<file path="config.mk">
export PLATFORM = sky130hd
export DESIGN_NAME = sort_buffer_flat
export DESIGN_NICKNAME = d
export VERILOG_FILES = /design/src/rtl/sort_pkg.sv /design/src/rtl/sort_buffer_if.sv /design/src/rtl/sort_regfile.sv /design/src/rtl/sort_buffer.sv /design/src/flat_wrapper.sv
export SDC_FILE = /design/constraint.sdc
export NUM_CORES = 1
export LEC_CHECK = 0
export BUFFER_PORTS_ARGS = -buffer_cell sky130_fd_sc_hd__buf_2
export CORE_ASPECT_RATIO = 0.7
export CORE_MARGIN = 3
export CORE_UTILIZATION = 50
export CTS_CLUSTER_DIAMETER = 80
export CTS_CLUSTER_SIZE = 14
export DETAILED_ROUTE_END_ITERATION = 12
export GPL_TIMING_DRIVEN = 0
export PLACE_DENSITY = 0.71
export SLEW_MARGIN = 20
export SYNTH_ARGS = -nofsm -noshare
export SYNTH_HDL_FRONTEND = slang
export SYNTH_SLANG_ARGS = --single-unit
</file>
<file path="constraint.sdc">
create_clock -name clk -period 7.3 [get_ports clk]
set_clock_uncertainty 0.1 [all_clocks]
set_input_delay 1.46 -clock clk [delete_from_list [all_inputs] [get_ports clk]]
set_output_delay 1.46 -clock clk [all_outputs]
set_load 0.02 [all_outputs]
</file>
<file path="src/rtl/sort_pkg.sv">
// Shared constants and FSM state type for the sort buffer and sort controller.
package sort_pkg;

  localparam int unsigned K  = 8;
  localparam int unsigned W  = 8;
  localparam int unsigned AW = (K > 1) ? $clog2(K) : 1;

  typedef enum logic [1:0] {
    StLoad  = 2'd0,
    StGo    = 2'd1,
    StSort  = 2'd2,
    StDrain = 2'd3
  } state_e;

  // True when the address names a real entry (matters only for non-power-of-2 K).
  function automatic logic addr_ok(input logic [AW-1:0] addr);
    return 32'(addr) < K;
  endfunction

endpackage

</file>
<file path="src/rtl/sort_buffer_if.sv">
// Host load/drain streams, sort-engine memory port and control for the sort buffer.
interface sort_buffer_if;
  import sort_pkg::*;

  logic          in_valid;
  logic          in_ready;
  logic [W-1:0]  in_data;
  logic [AW-1:0] Addr;
  logic [W-1:0]  Din;
  logic          WE;
  logic [W-1:0]  Dout;
  logic          sort_go;
  logic          sort_done;
  logic          out_valid;
  logic          out_ready;
  logic [W-1:0]  out_data;
  logic          abort;
  logic          busy;

  modport slave (
    input  in_valid, in_data, Addr, Din, WE, sort_done, out_ready, abort,
    output in_ready, Dout, sort_go, out_valid, out_data, busy
  );

  modport master (
    output in_valid, in_data, Addr, Din, WE, sort_done, out_ready, abort,
    input  in_ready, Dout, sort_go, out_valid, out_data, busy
  );

endinterface

</file>
<file path="src/rtl/sort_regfile.sv">
// K x W working memory: one write port, two combinational read ports, cleared on reset.
module sort_regfile
  import sort_pkg::*;
(
  input  logic          clk_i,
  input  logic          rst_i,
  input  logic          we_i,
  input  logic [AW-1:0] waddr_i,
  input  logic [W-1:0]  wdata_i,
  input  logic [AW-1:0] raddr_a_i,
  output logic [W-1:0]  rdata_a_o,
  input  logic [AW-1:0] raddr_b_i,
  output logic [W-1:0]  rdata_b_o
);

  logic [W-1:0] mem_q [K];

  always_ff @(posedge clk_i or posedge rst_i) begin
    if (rst_i) begin
      for (int unsigned i = 0; i < K; i++) begin
        mem_q[i] <= '0;
      end
    end else if (we_i && addr_ok(waddr_i)) begin
      mem_q[waddr_i] <= wdata_i;
    end
  end

  always_comb begin
    rdata_a_o = '0;
    rdata_b_o = '0;
    if (addr_ok(raddr_a_i)) rdata_a_o = mem_q[raddr_a_i];
    if (addr_ok(raddr_b_i)) rdata_b_o = mem_q[raddr_b_i];
  end

endmodule

</file>
<file path="src/rtl/sort_buffer.sv">
// Sort buffer top: load/go/sort/drain FSM, load and drain pointers, write-port mux.
module sort_buffer
  import sort_pkg::*;
(
  input  logic        clk,
  input  logic        rst,
  sort_buffer_if.slave bus
);

  state_e        state_q, state_d;
  logic [AW-1:0] wr_ptr_q, wr_ptr_d;
  logic [AW-1:0] rd_ptr_q, rd_ptr_d;

  logic          mem_we;
  logic [AW-1:0] mem_waddr;
  logic [W-1:0]  mem_wdata;
  logic [W-1:0]  drain_data;

  always_ff @(posedge clk or posedge rst) begin
    if (rst) begin
      state_q  <= StLoad;
      wr_ptr_q <= '0;
      rd_ptr_q <= '0;
    end else begin
      state_q  <= state_d;
      wr_ptr_q <= wr_ptr_d;
      rd_ptr_q <= rd_ptr_d;
    end
  end

  always_comb begin
    state_d   = state_q;
    wr_ptr_d  = wr_ptr_q;
    rd_ptr_d  = rd_ptr_q;
    mem_we    = 1'b0;
    mem_waddr = wr_ptr_q;
    mem_wdata = bus.in_data;

    if (bus.abort) begin
      // Abort beats every transition and write; memory keeps its contents.
      state_d  = StLoad;
      wr_ptr_d = '0;
      rd_ptr_d = '0;
    end else begin
      unique case (state_q)
        StLoad: begin
          if (bus.in_valid) begin
            mem_we = 1'b1;
            if (wr_ptr_q == AW'(K - 1)) begin
              wr_ptr_d = '0;
              state_d  = StGo;
            end else begin
              wr_ptr_d = wr_ptr_q + AW'(1);
            end
          end
        end
        StGo: state_d = StSort;
        StSort: begin
          if (bus.WE) begin
            mem_we    = 1'b1;
            mem_waddr = bus.Addr;
            mem_wdata = bus.Din;
          end
          if (bus.sort_done) state_d = StDrain;
        end
        StDrain: begin
          if (bus.out_ready) begin
            if (rd_ptr_q == AW'(K - 1)) begin
              rd_ptr_d = '0;
              state_d  = StLoad;
            end else begin
              rd_ptr_d = rd_ptr_q + AW'(1);
            end
          end
        end
        default: state_d = StLoad;
      endcase
    end
  end

  sort_regfile u_regfile (
    .clk_i     (clk),
    .rst_i     (rst),
    .we_i      (mem_we),
    .waddr_i   (mem_waddr),
    .wdata_i   (mem_wdata),
    .raddr_a_i (bus.Addr),
    .rdata_a_o (bus.Dout),
    .raddr_b_i (rd_ptr_q),
    .rdata_b_o (drain_data)
  );

  always_comb begin
    bus.in_ready  = (state_q == StLoad);
    bus.sort_go   = (state_q == StGo);
    bus.out_valid = (state_q == StDrain);
    bus.busy      = (state_q != StLoad);
    bus.out_data  = bus.out_valid ? drain_data : '0;
  end

endmodule

</file>
<file path="src/flat_wrapper.sv">
// flat-port wrapper written by rule: the top's interface ports become plain ports
module sort_buffer_flat import sort_pkg::*;
  (clk, rst, bus_in_valid, bus_in_data, bus_Addr, bus_Din, bus_WE, bus_sort_done, bus_out_ready, bus_abort, bus_in_ready, bus_Dout, bus_sort_go, bus_out_valid, bus_out_data, bus_busy);
  sort_buffer_if bus_i ();
  input  logic clk;
  input  logic rst;
  input wire logic [$bits(bus_i.in_valid)-1:0] bus_in_valid;
  input wire logic [$bits(bus_i.in_data)-1:0] bus_in_data;
  input wire logic [$bits(bus_i.Addr)-1:0] bus_Addr;
  input wire logic [$bits(bus_i.Din)-1:0] bus_Din;
  input wire logic [$bits(bus_i.WE)-1:0] bus_WE;
  input wire logic [$bits(bus_i.sort_done)-1:0] bus_sort_done;
  input wire logic [$bits(bus_i.out_ready)-1:0] bus_out_ready;
  input wire logic [$bits(bus_i.abort)-1:0] bus_abort;
  output wire logic [$bits(bus_i.in_ready)-1:0] bus_in_ready;
  output wire logic [$bits(bus_i.Dout)-1:0] bus_Dout;
  output wire logic [$bits(bus_i.sort_go)-1:0] bus_sort_go;
  output wire logic [$bits(bus_i.out_valid)-1:0] bus_out_valid;
  output wire logic [$bits(bus_i.out_data)-1:0] bus_out_data;
  output wire logic [$bits(bus_i.busy)-1:0] bus_busy;
  assign bus_i.in_valid = bus_in_valid;
  assign bus_i.in_data = bus_in_data;
  assign bus_i.Addr = bus_Addr;
  assign bus_i.Din = bus_Din;
  assign bus_i.WE = bus_WE;
  assign bus_i.sort_done = bus_sort_done;
  assign bus_i.out_ready = bus_out_ready;
  assign bus_i.abort = bus_abort;
  assign bus_in_ready = bus_i.in_ready;
  assign bus_Dout = bus_i.Dout;
  assign bus_sort_go = bus_i.sort_go;
  assign bus_out_valid = bus_i.out_valid;
  assign bus_out_data = bus_i.out_data;
  assign bus_busy = bus_i.busy;
  sort_buffer u_core (.clk(clk), .rst(rst), .bus(bus_i));
endmodule
</file>
# Yosys cells after proc, flatten, opt, wreduce, memory -nomap -nowiden
# Index checks and enable logic that the tools add are counted.
# classes
n_addsub	2
magnitude_cmp	4
n_eq_ne	10
mux	35
bitwise_logic	3
n_reduce_logical	10
# op_table
op	count
8-bit two-way mux	9
64-bit bitwise mux	1
8-bit binary-select mux with 3-bit select	2
3-bit two-way mux	11
8-bit demux with 3-bit select	1
4-bit >= comparator, second input constant	3
2-bit two-way mux	6
3-bit NOT with 4-bit output	3
2-bit nonzero test	5
3-bit != test, second input constant	3
2-bit one-hot mux with 4 select lines	1
3-bit by 1-bit adder with 3-bit output, second input constant	2
3-bit == test, second input constant	2
3-bit by 2-bit != test with 1-bit output, second input constant	2
5-bit AND reduction	1
2-bit == test, second input constant	2
4-bit by 1-bit < comparator with 1-bit output, second input constant	1
2-bit AND reduction	2
1-bit two-way mux	3
2-bit by 1-bit == test with 1-bit output, second input constant	1
2-bit zero test	1
1-bit one-hot mux with 2 select lines	1
1-bit logical AND	1
# totals
reg_bits	72
inputBits	26
output_inout_bits	20
elab_cells	75

# Longest topological paths before layout
# depth
depth_word	9
mapped_depth	7
depth_no_buf	6

# Hierarchy
# A second synthesis with hierarchy kept.
# hier_totals
cells_unflattened	276
area_unflattened_um2	4234.1
# by_module_without_submodules
mod	instances	cells_each	area_each_um2	seq_area_each_um2
sort_regfile	1	202	3543.4	1601.5
sort_buffer	1	74	690.7	200.2

# Least setup slack after synthesis
# Ideal clock, no wire load.
# synth_path
path_kind	input-to-output
startpoint	input port bus_Addr[0]
endpoint	output port bus_Dout[0]
t_arrival_ns	2.723
required_time_ns	5.740
path_slack_ns	3.017
path_stages	4
path_buffers	2
cell_sequence	buf_6 buf_2 mux4_2 mux2_2
# synth_via
elab_chain_cells	4
# synth_rtl
element	line_no	rtl
from (decl)	flat_wrapper.sv:9	input wire logic [$bits(bus_i.Addr)-1:0] bus_Addr;
3-bit NOT with 4-bit output (implied by the code)	sort_regfile.sv:31	if (addr_ok(raddr_a_i)) rdata_a_o = mem_q[raddr_a_i];
8-bit binary-select mux with 3-bit select	sort_regfile.sv:31	
8-bit two-way mux (implied by the code) (2 in a row)	sort_regfile.sv:31	
to (decl)	flat_wrapper.sv:16	output wire logic [$bits(bus_i.Dout)-1:0] bus_Dout;
# No other way between the ends. The select of a mux whose other input is x is not followed.

# Worst setup path after layout
# layout_path
startpoint	input port bus_Addr[1]
endpoint	output port bus_Dout[3]
# The elaborated chain is that of the path after synthesis.

==> impl_metrics.py <==
metrics = {
    "logic_synthesis": {
        "synth.cell_area_sq_um": 4190,
        "syn_nets": 316,
        "synth_commonest_cells": "dfrtp_1 (72), mux2_2 (68), mux4_2 (32), mux2i_1 (12)",
        "syn_inst": 281,
        "async_flop_share": 1.00,
        "synth-seq-cells": 72,
        "synth.area.top_cells": "dfrtp_1 (43%), mux2_2 (18%), mux4_2 (17%), mux2i_1 (2.9%), mux2_4 (2.9%)",
        "yosysMostFrequentCell": "dfrtp_1",
        "synth_area_per_cell_sq_um": 14.9,
        "yosysSeqAreaShare": 0.430,
        "yosys.area.top_type": "dfrtp_1",
        "synth.top_cell.area_share": 0.430,
        "synth_cell_types": 33,
        "ys.flop_type": "dfrtp_1",
        "yosysWarnings": 0,
        "synth_edf_count": 0,
    },
    "detailed_routing": {
        "final_antenna_net_count": 0,
        "wire_per_inst_um": 22.2,
        "avgViaCountPerCell": 5.86,
        "drt_iter0_drc": 182,
        "drc_errors": 0,
        "vias": 2595,
        "first_pass_iters": 4,
        "drt-total-wl_um": 9840,
    },
    "clock_network": {
        "clkTransAtPathRegs_ps": 60,
        "cts_tree": "yes",
        "htreeDepth": 3,
        "clockBufferDepth": 2,
        "postCtsResizedCells": 0,
        "clockRootBuffer": "clkbuf_16",
        "clkLatencyLatePin_ps": 330,
        "clock-sinks": 72,
        "cts_hold_buf": 0,
        "cts_setup_buffers": 0,
        "cts_buffers": 9,
    },
    "hold_path": {
        "hold_path_class": "flip-flop to flip-flop",
        "hold_path_depth": 1,
        "worstHoldStart": "u_core.u_regfile.mem_q[33]",
    },
    "sta": {
        "max_slew.worst_pin.slew_ps": 884,
        "finalCritPeriodShare": 0.662,
        "relSlewSlack": 0.410,
        "setup_viol": 0,
        "tns_ps": 0,
        "maxClockFrequency_ghz": 0.207,
        "hold_viol_final": 0,
        "period_needed_ps": 4830,
        "slew_violations": 0,
        "rsz0062_at_grt": "no",
    },
    "floorplan": {
        "ios": 46,
        "dieArea_sq_um": 9520,
        "die_w_um": 115,
        "die_height_um": 82.5,
        "core_area_sq_um": 8010,
        "std_cell_rows": 27,
        "start_util": 0.523,
    },
    "critical_path": {
        "cp.arrival_ps": 3270,
        "critPathBufInv": 4,
        "worstSetupStartpointType": "primary input",
        "reg2reg_depth": 7,
        "rr_startpoint": "u_core.state_q[0]",
        "path_common_cell": "buf_2",
        "end_kind": "output pin",
        "crit_family": "buffers and inverters",
        "crit_required_ps": 5740,
        "cp_slowest_stage_delay_ps": 590,
        "cp.depth": 6,
        "cp_cell_sequence": "buf_2, buf_2, buf_1, mux4_2, mux2_2, buf_2",
        "path_class": "primary input to output pin",
        "path_max_fanout": 10,
        "slowest_stage": "buf_1",
        "crit_path_start": "bus_Addr[1]",
    },
    "place": {
        "dp_hpwl_um": 6500,
        "io_buffers": 44,
        "dpl-instance-area_sq_um": 4560,
        "gp_congestion": 0.801,
    },
    "pwr": {
        "max-vdd-ir-drop_uv": 163,
        "leakagePower_nw": 2.30,
        "p_per_area_nw_per_um2": 279,
    },
    "job": {
        "cap_violations": 0,
    },
    "outcome": {
        "status": "finished, final reports clean",
    },
    "cells_and_area": {
        "fin_nets": 372,
        "final_util": 0.610,
        "drive_gt1_frac": 0.567,
        "diodes": 0,
        "area_growth_pct": 16.7,
        "fin_area_sq_um": 4880,
    },
    "global_routing": {
        "grt_max_degree": 53,
        "grt_use_total": 0.230,
        "antenna_found_initial": 0,
        "grt_pass1_vias": 2735,
        "grt_pass1_wl_um": 15600,
        "overflow": 0,
    },
}
[metrics by stage]
| stage | hold WS (ps) | total power (W) | instances | setup slack [ps] |
|---|---|---|---|---|
| final | 423 | 0.00136 | 443 | 2470 |
| after global routing | 440 | 0.00143 | 443 | 2400 |
| after CTS | 426 | 0.00138 | 443 | 2460 |
| after detailed placement | 401 | 0.000894 | 427 | 2470 |
| after global placement | 389 | 0.000876 | 426 | 2480 |
| after floorplan | 376 | 0.000813 | 281 | 3020 |
[sequential cells by signal, summed over array words and instances, names as in the netlist]
| register | cells |
|---|---|
| u_core.u_regfile.mem_q | 64 |
| u_core.wr_ptr_q | 3 |
| u_core.rd_ptr_q | 3 |
| u_core.state_q | 2 |
[logic make-up after synthesis]
logic type	count (synthesis)	share of synthesized area
compound gates	8	0.0173
buf+inv	20	0.0278
flops	72	0.430
simple gates	44	0.0613
xor+xnor	2	0.00419
fa+ha+maj	9	0.0269
mux	126	0.432
[power breakdown]
group | internal, W | switching [W]
combinational | 0.000204 | 0.000121
sequential | 0.000494 | 0.0000715
clock | 0.000306 | 0.000166
total | 0.00101 | 0.000358
[worst paths after layout]
check	end	slack (ps)
setup / recovery	bus_Dout[3]	2470
max in group asynchronous	u_core.u_regfile.mem_q[26]	5580
hold reg to reg	u_core.u_regfile.mem_q[33]	420
setup reg to reg	u_core.u_regfile.mem_q[55]	4960
min in group asynchronous	u_core.u_regfile.mem_q[41]	970
hold / removal	u_core.u_regfile.mem_q[33]	420
[layer usage]
layer | track usage | up-vias | part of all wire
li1 | - | 1166 | -
met1 | 0.298 | 1339 | 0.42
met2 | 0.382 | 81 | 0.50
met3 | 0.0692 | 9 | 0.072
met4 | 0.0610 | 0 | 0.0095
met5 | 0 | - | 0
[cell type report]
cell class	count	area [sq um]
fill	643	3120
multi-input combinational	189	2270
sequential	72	1800
timing repair buffer	45	248
clock buffer	10	239
tap	101	126
buffer	15	97.6
clock inverter	6	82.6
inverter	5	21.3
[cell usage in the layout (no fill, tap or decap), drive strengths merged]
cell type and n:
a211oi 1, a21bo 1, a21oi 4, a222oi 1
a22oi 1, and2b 2, and4bb 1, buf 58
bufinv 2, clkbuf 12, clkinv 3, clkinvlp 1
dfrtp 72, ha 9, inv 5, mux2 80
mux2i 14, mux4 32, nand2 15, nand2b 4
nand3 4, nand3b 1, nor2 8, nor2b 8
nor3b 1, xnor2 1, xor2 1
Note: power is estimated with default switching activity, not from simulation.
